[config.mk]
export PLATFORM = sky130hd
export DESIGN_NAME = dec_ex0_issue
export DESIGN_NICKNAME = d
export VERILOG_FILES = /design/src/rtl/dec_ex0_issue.sv
export SDC_FILE = /design/constraint.sdc
export NUM_CORES = 1
export LEC_CHECK = 0
export CELL_PAD_IN_SITES_DETAIL_PLACEMENT = 0
export CELL_PAD_IN_SITES_GLOBAL_PLACEMENT = 1
export CORE_AREA = 2 2 147 149
export CTS_BUF_LIST = sky130_fd_sc_hd__clkbuf_4 sky130_fd_sc_hd__clkbuf_8
export DETAILED_ROUTE_END_ITERATION = 8
export DIE_AREA = 0 0 149 151
export PLACE_DENSITY = 0.78
export RECOVER_POWER = 50
export SETUP_SLACK_MARGIN = 0.02
export SLEW_MARGIN = 30
export SYNTH_ARGS = -nofsm -noshare
export SYNTH_HDL_FRONTEND = slang
export SYNTH_SLANG_ARGS = --single-unit
[constraint.sdc]
create_clock -name clk -period 1.72 [get_ports clk]
set_input_delay 0.344 -clock clk [delete_from_list [all_inputs] [get_ports clk]]
set_output_delay 0.344 -clock clk [all_outputs]
set_load 0.02 [all_outputs]
[src/rtl/dec_ex0_issue.sv]
//==============================================================================
// dec_ex0_issue : 2-entry in-order decode-to-Ex0 issue buffer with illegal-op
//                 counter. Optional operand forwarding: define DEC_EX0_FWD_EN.
// Revision      : 1.0  initial release
//==============================================================================
`default_nettype none

module dec_ex0_issue #(
    parameter int CNT_W = 8
) (
    input  logic             clk,
    input  logic             rst_n,
    input  logic             iValid,
    output logic             oReady,
    input  logic [2:0]       iOp,
    input  logic [31:0]      iS1,
    input  logic [31:0]      iS2,
    input  logic [4:0]       iRs1,
    input  logic [4:0]       iRs2,
    input  logic [4:0]       iRd,
    input  logic             iFlush,
    output logic             oValid,
    input  logic             iExReady,
    output logic [31:0]      oDeS1,
    output logic [31:0]      oDeS2,
    output logic             oDeS1Sign,
    output logic             oDeS2Sign,
    output logic [4:0]       oBitOpEn,
    output logic [4:0]       oRd,
    input  logic [31:0]      iExResult,
    output logic [CNT_W-1:0] oIllegalCnt
);

    typedef struct packed {
        logic [31:0] s1;
        logic [31:0] s2;
        logic        s1_sign;
        logic        s2_sign;
        logic [4:0]  bit_op;
        logic [4:0]  rd;
        logic [4:0]  rs1;
        logic [4:0]  rs2;
        logic        is_slt;
    } entry_t;

    entry_t             head_q, head_d;
    entry_t             tail_q, tail_d;
    entry_t             w_new;
    entry_t             w_new_f;
    entry_t             w_tail_f;
    logic [1:0]         cnt_q, cnt_d;
    logic [CNT_W-1:0]   ill_q, ill_d;
    logic               w_valid;
    logic               w_ready;
    logic               w_accept;
    logic               w_push;
    logic               w_pop;
    logic               w_illegal;
    logic               w_unused;

    assign w_valid   = (cnt_q != 2'd0);
    assign w_ready   = (cnt_q < 2'd2);
    assign w_accept  = iValid && w_ready && !iFlush;
    assign w_push    = w_accept && (iOp <= 3'd5);
    assign w_illegal = w_accept && (iOp > 3'd5);
    assign w_pop     = w_valid && iExReady && !iFlush;

    // Decode happens once, at enqueue, so the head entry drives Ex0 directly.
    always_comb begin
        w_new     = '0;
        w_new.s1  = iS1;
        w_new.s2  = iS2;
        w_new.rd  = iRd;
        w_new.rs1 = iRs1;
        w_new.rs2 = iRs2;
        case (iOp)
            3'd0:    w_new.bit_op = 5'b00001;
            3'd1:    w_new.bit_op = 5'b00010;
            3'd2:    w_new.bit_op = 5'b00100;
            3'd3:    w_new.bit_op = 5'b01000;
            3'd4: begin
                w_new.bit_op  = 5'b10000;
                w_new.is_slt  = 1'b1;
                w_new.s1_sign = iS1[31];
                w_new.s2_sign = iS2[31];
            end
            3'd5:    w_new.bit_op = 5'b10000;
            default: w_new.bit_op = 5'b00000;
        endcase
    end

`ifdef DEC_EX0_FWD_EN
    // Replace operands that read the register the departing head writes.
    function automatic entry_t fwd(input entry_t e, input logic en,
                                   input logic [4:0] rd, input logic [31:0] res);
        entry_t r;
        r = e;
        if (en && (rd != 5'd0)) begin
            if (e.rs1 == rd) begin
                r.s1 = res;
                if (e.is_slt) r.s1_sign = res[31];
            end
            if (e.rs2 == rd) begin
                r.s2 = res;
                if (e.is_slt) r.s2_sign = res[31];
            end
        end
        return r;
    endfunction

    assign w_new_f  = fwd(w_new,  w_pop, head_q.rd, iExResult);
    assign w_tail_f = fwd(tail_q, w_pop, head_q.rd, iExResult);
    assign w_unused = ^{head_q.rs1, head_q.rs2, head_q.is_slt};
`else
    assign w_new_f  = w_new;
    assign w_tail_f = tail_q;
    assign w_unused = ^{head_q.rs1, head_q.rs2, head_q.is_slt, iExResult};
`endif

    always_comb begin
        head_d = head_q;
        tail_d = tail_q;
        cnt_d  = cnt_q;
        ill_d  = ill_q;
        if (iFlush) begin
            cnt_d = 2'd0;
        end else begin
            if (w_illegal && (ill_q != {CNT_W{1'b1}}))
                ill_d = ill_q + CNT_W'(1);
            case ({w_pop, w_push})
                2'b11: head_d = w_new_f;
                2'b10: begin
                    head_d = w_tail_f;
                    cnt_d  = cnt_q - 2'd1;
                end
                2'b01: begin
                    if (cnt_q == 2'd0) head_d = w_new_f;
                    else               tail_d = w_new_f;
                    cnt_d = cnt_q + 2'd1;
                end
                default: ;
            endcase
        end
    end

    always_ff @(posedge clk or negedge rst_n) begin
        if (!rst_n) begin
            head_q <= '0;
            tail_q <= '0;
            cnt_q  <= 2'd0;
            ill_q  <= '0;
        end else begin
            head_q <= head_d;
            tail_q <= tail_d;
            cnt_q  <= cnt_d;
            ill_q  <= ill_d;
        end
    end

    assign oReady      = w_ready;
    assign oValid      = w_valid;
    assign oDeS1       = w_valid ? head_q.s1      : 32'd0;
    assign oDeS2       = w_valid ? head_q.s2      : 32'd0;
    assign oDeS1Sign   = w_valid ? head_q.s1_sign : 1'b0;
    assign oDeS2Sign   = w_valid ? head_q.s2_sign : 1'b0;
    assign oBitOpEn    = w_valid ? head_q.bit_op  : 5'd0;
    assign oRd         = w_valid ? head_q.rd      : 5'd0;
    assign oIllegalCnt = ill_q;

endmodule

`default_nettype wire
# Word-level counts from Yosys, hierarchy flattened
# Cells that the tools add are included.
dict set report op_classes {
  add_sub_neg 3
  order_cmp 3
  eq_ne 10
  muxes 13
  bitwise_logic 2
  reduce_logical 17
}
# cell n
set ops {}
lappend ops {{$pmux W87 S3} 1}
lappend ops {{$mux W87} 1}
lappend ops {{$mux W32} 2}
lappend ops {{$pmux W5 S5} 1}
lappend ops {{$mux W5} 2}
lappend ops {{$add A8 B1 Y8 const B} 1}
lappend ops {{$ne A8 B8 Y1 const B} 1}
lappend ops {{$logic_and A1 B1 Y1} 7}
lappend ops {{$eq A3 B2 Y1 const B} 2}
lappend ops {{$eq A3 B3 Y1 const B} 2}
lappend ops {{$reduce_and A3 Y1} 2}
lappend ops {{$reduce_bool A3 Y1} 2}
lappend ops {{$eq A2 B2 Y1 const B} 2}
lappend ops {{$mux W2} 2}
lappend ops {{$pmux W2 S2} 1}
lappend ops {{$eq A3 B1 Y1 const B} 1}
lappend ops {{$gt A3 B3 Y1 const B} 1}
lappend ops {{$le A3 B3 Y1 const B} 1}
lappend ops {{$logic_not A3 Y1} 1}
lappend ops {{$mux W1} 3}
lappend ops {{$add A2 B1 Y2 const B} 1}
lappend ops {{$eq A2 B1 Y1 const B} 1}
lappend ops {{$logic_not A2 Y1} 1}
lappend ops {{$lt A2 B2 Y1 const B} 1}
lappend ops {{other kinds (7)} 8}
dict set report totals {
  register_bits 173
  input_bits 119
  elab_cells 65
}

# Longest topological paths before layout
dict set report depth {
  depth_word 7
  ltp_mapped 7
  depth_no_buf 5
}

# Worst setup path before layout
# OpenSTA, ideal clock, no wires.
dict set report synth_timing {
  path_kind {register to register}
  from {register cnt_q[1]}
  to {register head_q[41] in the netlist's numbering}
  setup_time_ns 0.126
  arrival_time_ns 1.631
  path_slack_ns -0.037
  stages_incl_launch_ff 7
  path_buffers 2
  period_less_slack_ns 1.757
  cell_sequence {dfrtp_1 > or3b_1 > a21oi_2 > a21oi_2 > buf_6 > buf_6 > a221o_1}
}
dict set report synth_between {
  elab_chain_cells 7
  elab_cells_between_ends 15
  classes_between {order compare: 1; eq/ne: 4; mux: 1; reduce/logical: 9}
}
# element line_no
set synth_lines {}
lappend synth_lines {{from (decl)} 51} ;# logic [1:0] cnt_q, cnt_d;
lappend synth_lines {{from (signal assigned)} 155} ;# cnt_q <= cnt_d;
lappend synth_lines {{$lt A2 B2 Y1} 62} ;# assign w_ready = (cnt_q < 2'd2);
lappend synth_lines {{$logic_and A1 B1 Y1 (2 in a row)} 63} ;# assign w_accept = iValid && w_ready && !iFlush;
lappend synth_lines {{$logic_and A1 B1 Y1} 64} ;# assign w_push = w_accept && (iOp <= 3'd5);
lappend synth_lines {{$eq A2 B1 Y1 or $eq A2 B2 Y1 (tied branches)} 130} ;# case ({w_pop, w_push})
lappend synth_lines {{$ne A2 B2 Y1 (no line) or $reduce_bool A3 Y1 (tied branches)} n/a}
lappend synth_lines {{$reduce_and A3 Y1 (no line)} n/a}
lappend synth_lines {{to (signal assigned)} 148} ;# head_q <= '0;
lappend synth_lines {{to (signal assigned)} 153} ;# head_q <= head_d;
lappend synth_lines {{to (decl)} 46} ;# entry_t head_q, head_d;
# Parallel ways exist; a longest one is shown, timed or not.
# A chain may end at the register's enable or synchronous reset.

# Final worst setup path
dict set report layout_timing {
  from {register cnt_q[1]}
  to {register head_q[35] in the netlist's numbering}
}
# Same word-level chain as after synthesis.

==> flow_summary.toml <==
[synthesis]
ys_ff_latch = 162
yosys_warnings = 0
synthesis.area_sq_mm = 0.00721
dominantRegCellSynth = "dfrtp_1"
synth.most_common_cell = "dfrtp_1"
synth_top_cell_area_share_pct = 56.2
syn-num-nets = 692
yosysSeqAreaShare_pct = 56.2
syn_area_per_cell_sq_um = 12.6
synth_cells = 572
synth-edff-count = 0
ys_top_cells_by_area = "dfrtp_1, and2_1, mux2_2"
yosys-top-cells-count = "dfrtp_1, and2_1, mux2_2, a221o_1, clkbuf_1"
synth_cell_type_count = 34
async_flop_share_pct = 100
synth_top_area_cell = "dfrtp_1"

[timing]
timing.final.crit_period_ps = 1940
max_freq_ghz = 0.514
min_period_over_period_pct = 113
maxSlewViolCount = 0
setup_slack_ps = -225
setup_viol = 153
max_slew_margin_pct = 49.4
fin_hold_ws_ps = 493
timing_hold_violations_final = 0
rsz0062_at_grt = "true"
skew_ps = 9.91
worst_pin_slew_ps = 758

[setup_path]
path_cells = "buf_4 -> or3b_4 -> a21oi_4 -> a21oi_4 -> buf_12 -> a221o_1"
crit_fanout = 29
crit_path_max_incr_delay_ps = 420
crit_required_ps = 2040
arrival_ps = 2270
path_delay_family = "compound AO/OA/AOI/OAI gates"
cp.buffers_inverters = 2
end_kind = "flop"
cp_slowest_cell = "dfrtp_1"
ff2ff_path_depth = 6
crit_cells = 6
worstSetupPathType = "reg -> reg"
start_kind = "flop"
crit_top_cell = "a21oi_4"

[finish]
design_area_sq_mm = 0.00968
drive_gt1_share_pct = 31.9
n_antenna_cell = 0
area_growth_pct = 34.3
layout.nets = 874
nFillCells = 1960
fin_util_pct = 46.5

[routing]
post-route-drc-count = 0
wirelength_um = 17600
vias_per_cell = 4.93
first_pass_iters = 5
drtIter0Drc = 152
ant_nets = 0
wl_per_cell_um = 16.9
vias = 5139

[power]
total_power_uw = 9540
ir_drop_mv = 0.515
leakagePower_uw = 0.00465
power.density_mw_per_mm2 = 986

[global_route]
grt.total_usage_pct = 16.0
grt_pass1_vias = 5449
antenna_found_initial = 0
grt-ovfl-total = 0
grt_pass1_wl_um = 28300
grt_max_degree = 56

[die]
fp.dieW_um = 149
row_count = 53
core-area_sq_mm = 0.0208
start_util_pct = 34.6
die_h_um = 151
dieArea_sq_mm = 0.0225
io_pins = 205

[placed_design]
gp_congestion = 0.780
placed_cell_area_sq_mm = 0.00946
hpwl_um = 12300
port-buffer-count = 162

[clocking]
cts_tree = "done"
cts-root-buf = "clkbuf_8"
h-tree-depth = 4
clkSinkCount = 162
cts_buffers = 17
cts_buffer_depth = 2
clk_pin_slew_ps = 90
worst_skew_pair.late_latency_ps = 440

[worst_hold_path]
hold_depth = 2
hold_class = "reg -> reg"

[outcome]
violations = "negative setup slack"
status = "complete, but fails checks"

[flow_run]
maxCapViolCount = 0
==> per-layer routing <==
layer | part of all wire, % | wire (um) | up-vias | GRT usage [%]
li1 | - | - | 2428 | -
met1 | 45 | 7910 | 2569 | 20.2
met2 | 49 | 8570 | 122 | 27.3
met3 | 5.1 | 898 | 20 | 4.34
met4 | 1.2 | 216 | 0 | 4.43
met5 | 0 | 0 | - | 0
==> kinds of logic (layout without fill, tap and decap cells) <==
group | count (synthesis) | in the layout | share of synthesized area [%]
flops | 162 | 162 | 56.2
buf+inv | 47 | 242 | 3.23
xor+xnor | 7 | 7 | 0.850
mux | 77 | 77 | 12.0
compound gates | 95 | 95 | 12.3
simple gates | 183 | 183 | 15.2
fa+ha+maj | 1 | 1 | 0.173
==> what timing repair did <==
action	in CTS	in global routing
endpoints found under the setup margin	218	210
setup buffers	4	0
pin swaps	2	1
cloned	1	0
endpoints found under the hold margin	50	0
hold buffers	1	0
gates resized for setup	357	9
==> worst reg2reg max path, delay by kind of cell, from the launching register on <==
family                 cells  cell delay [ps]
AO/OA/AOI/OAI              3              650
buffers and inverters      2              350
AND/OR/NAND/NOR            1              420
flip-flops                 1              420
==> worst paths after layout <==
check | to | start | slack (ps)
min in group asynchronous | head_q[25] | rst_n | 530
min reg2reg | tail_q[16] | tail_q[16] | 490
max reg2reg | head_q[35] | cnt_q[1] | -220
max in group asynchronous | head_q[69] | rst_n | 230
min | tail_q[16] | tail_q[16] | 490
max | head_q[35] | cnt_q[1] | -220
==> sequential cells by signal, indices dropped and copies added, names as in the netlist <==
register     cells
cnt_q            2
head_q          76
oIllegalCnt      8
tail_q          76
==> cell type report <==
type	instances	area [sq um]	share of cell area, %
clock buffer	18	248	2.56
inverter	5	21.3	0.220
clock inverter	14	201	2.08
tap	275	344	3.55
multi-input combinational	363	3020	31.2
timing repair buffer	205	1790	18.5
sequential	162	4050	41.9
==> cell usage in the layout (no fill, tap or decap), drive strengths merged, types with 5 or more instances in the layout <==
master and instances:
dlygate4sd2 8, a221o 69, dfrtp 162, nand2 14, clkinvlp 5, nor2 8, buf 116, and2 145
clkbuf 23, clkdlybuf4s50 75, a21oi 5, inv 9, o21ai 7, mux2 77
==> report_power, final <==
group	total, uW	switching [uW]	internal [uW]	leakage [uW]
clock network	3100	1460	1640	0.000209
registers	4820	347	4470	0.00209
logic	1630	697	933	0.00235
total	9540	2500	7040	0.00465
==> metrics by stage <==
step / worst slack (ps) / instances / TNS, ps
after floorplan: -4.22 / 572 / -169
after global placement: -536 / 1004 / -72800
after detailed placement: -631 / 1004 / -89870
after CTS: -251 / 1042 / -29820
after global routing: -320 / 1042 / -39750
final: -225 / 1042 / -27810
Power figures use the tool's default switching activity.
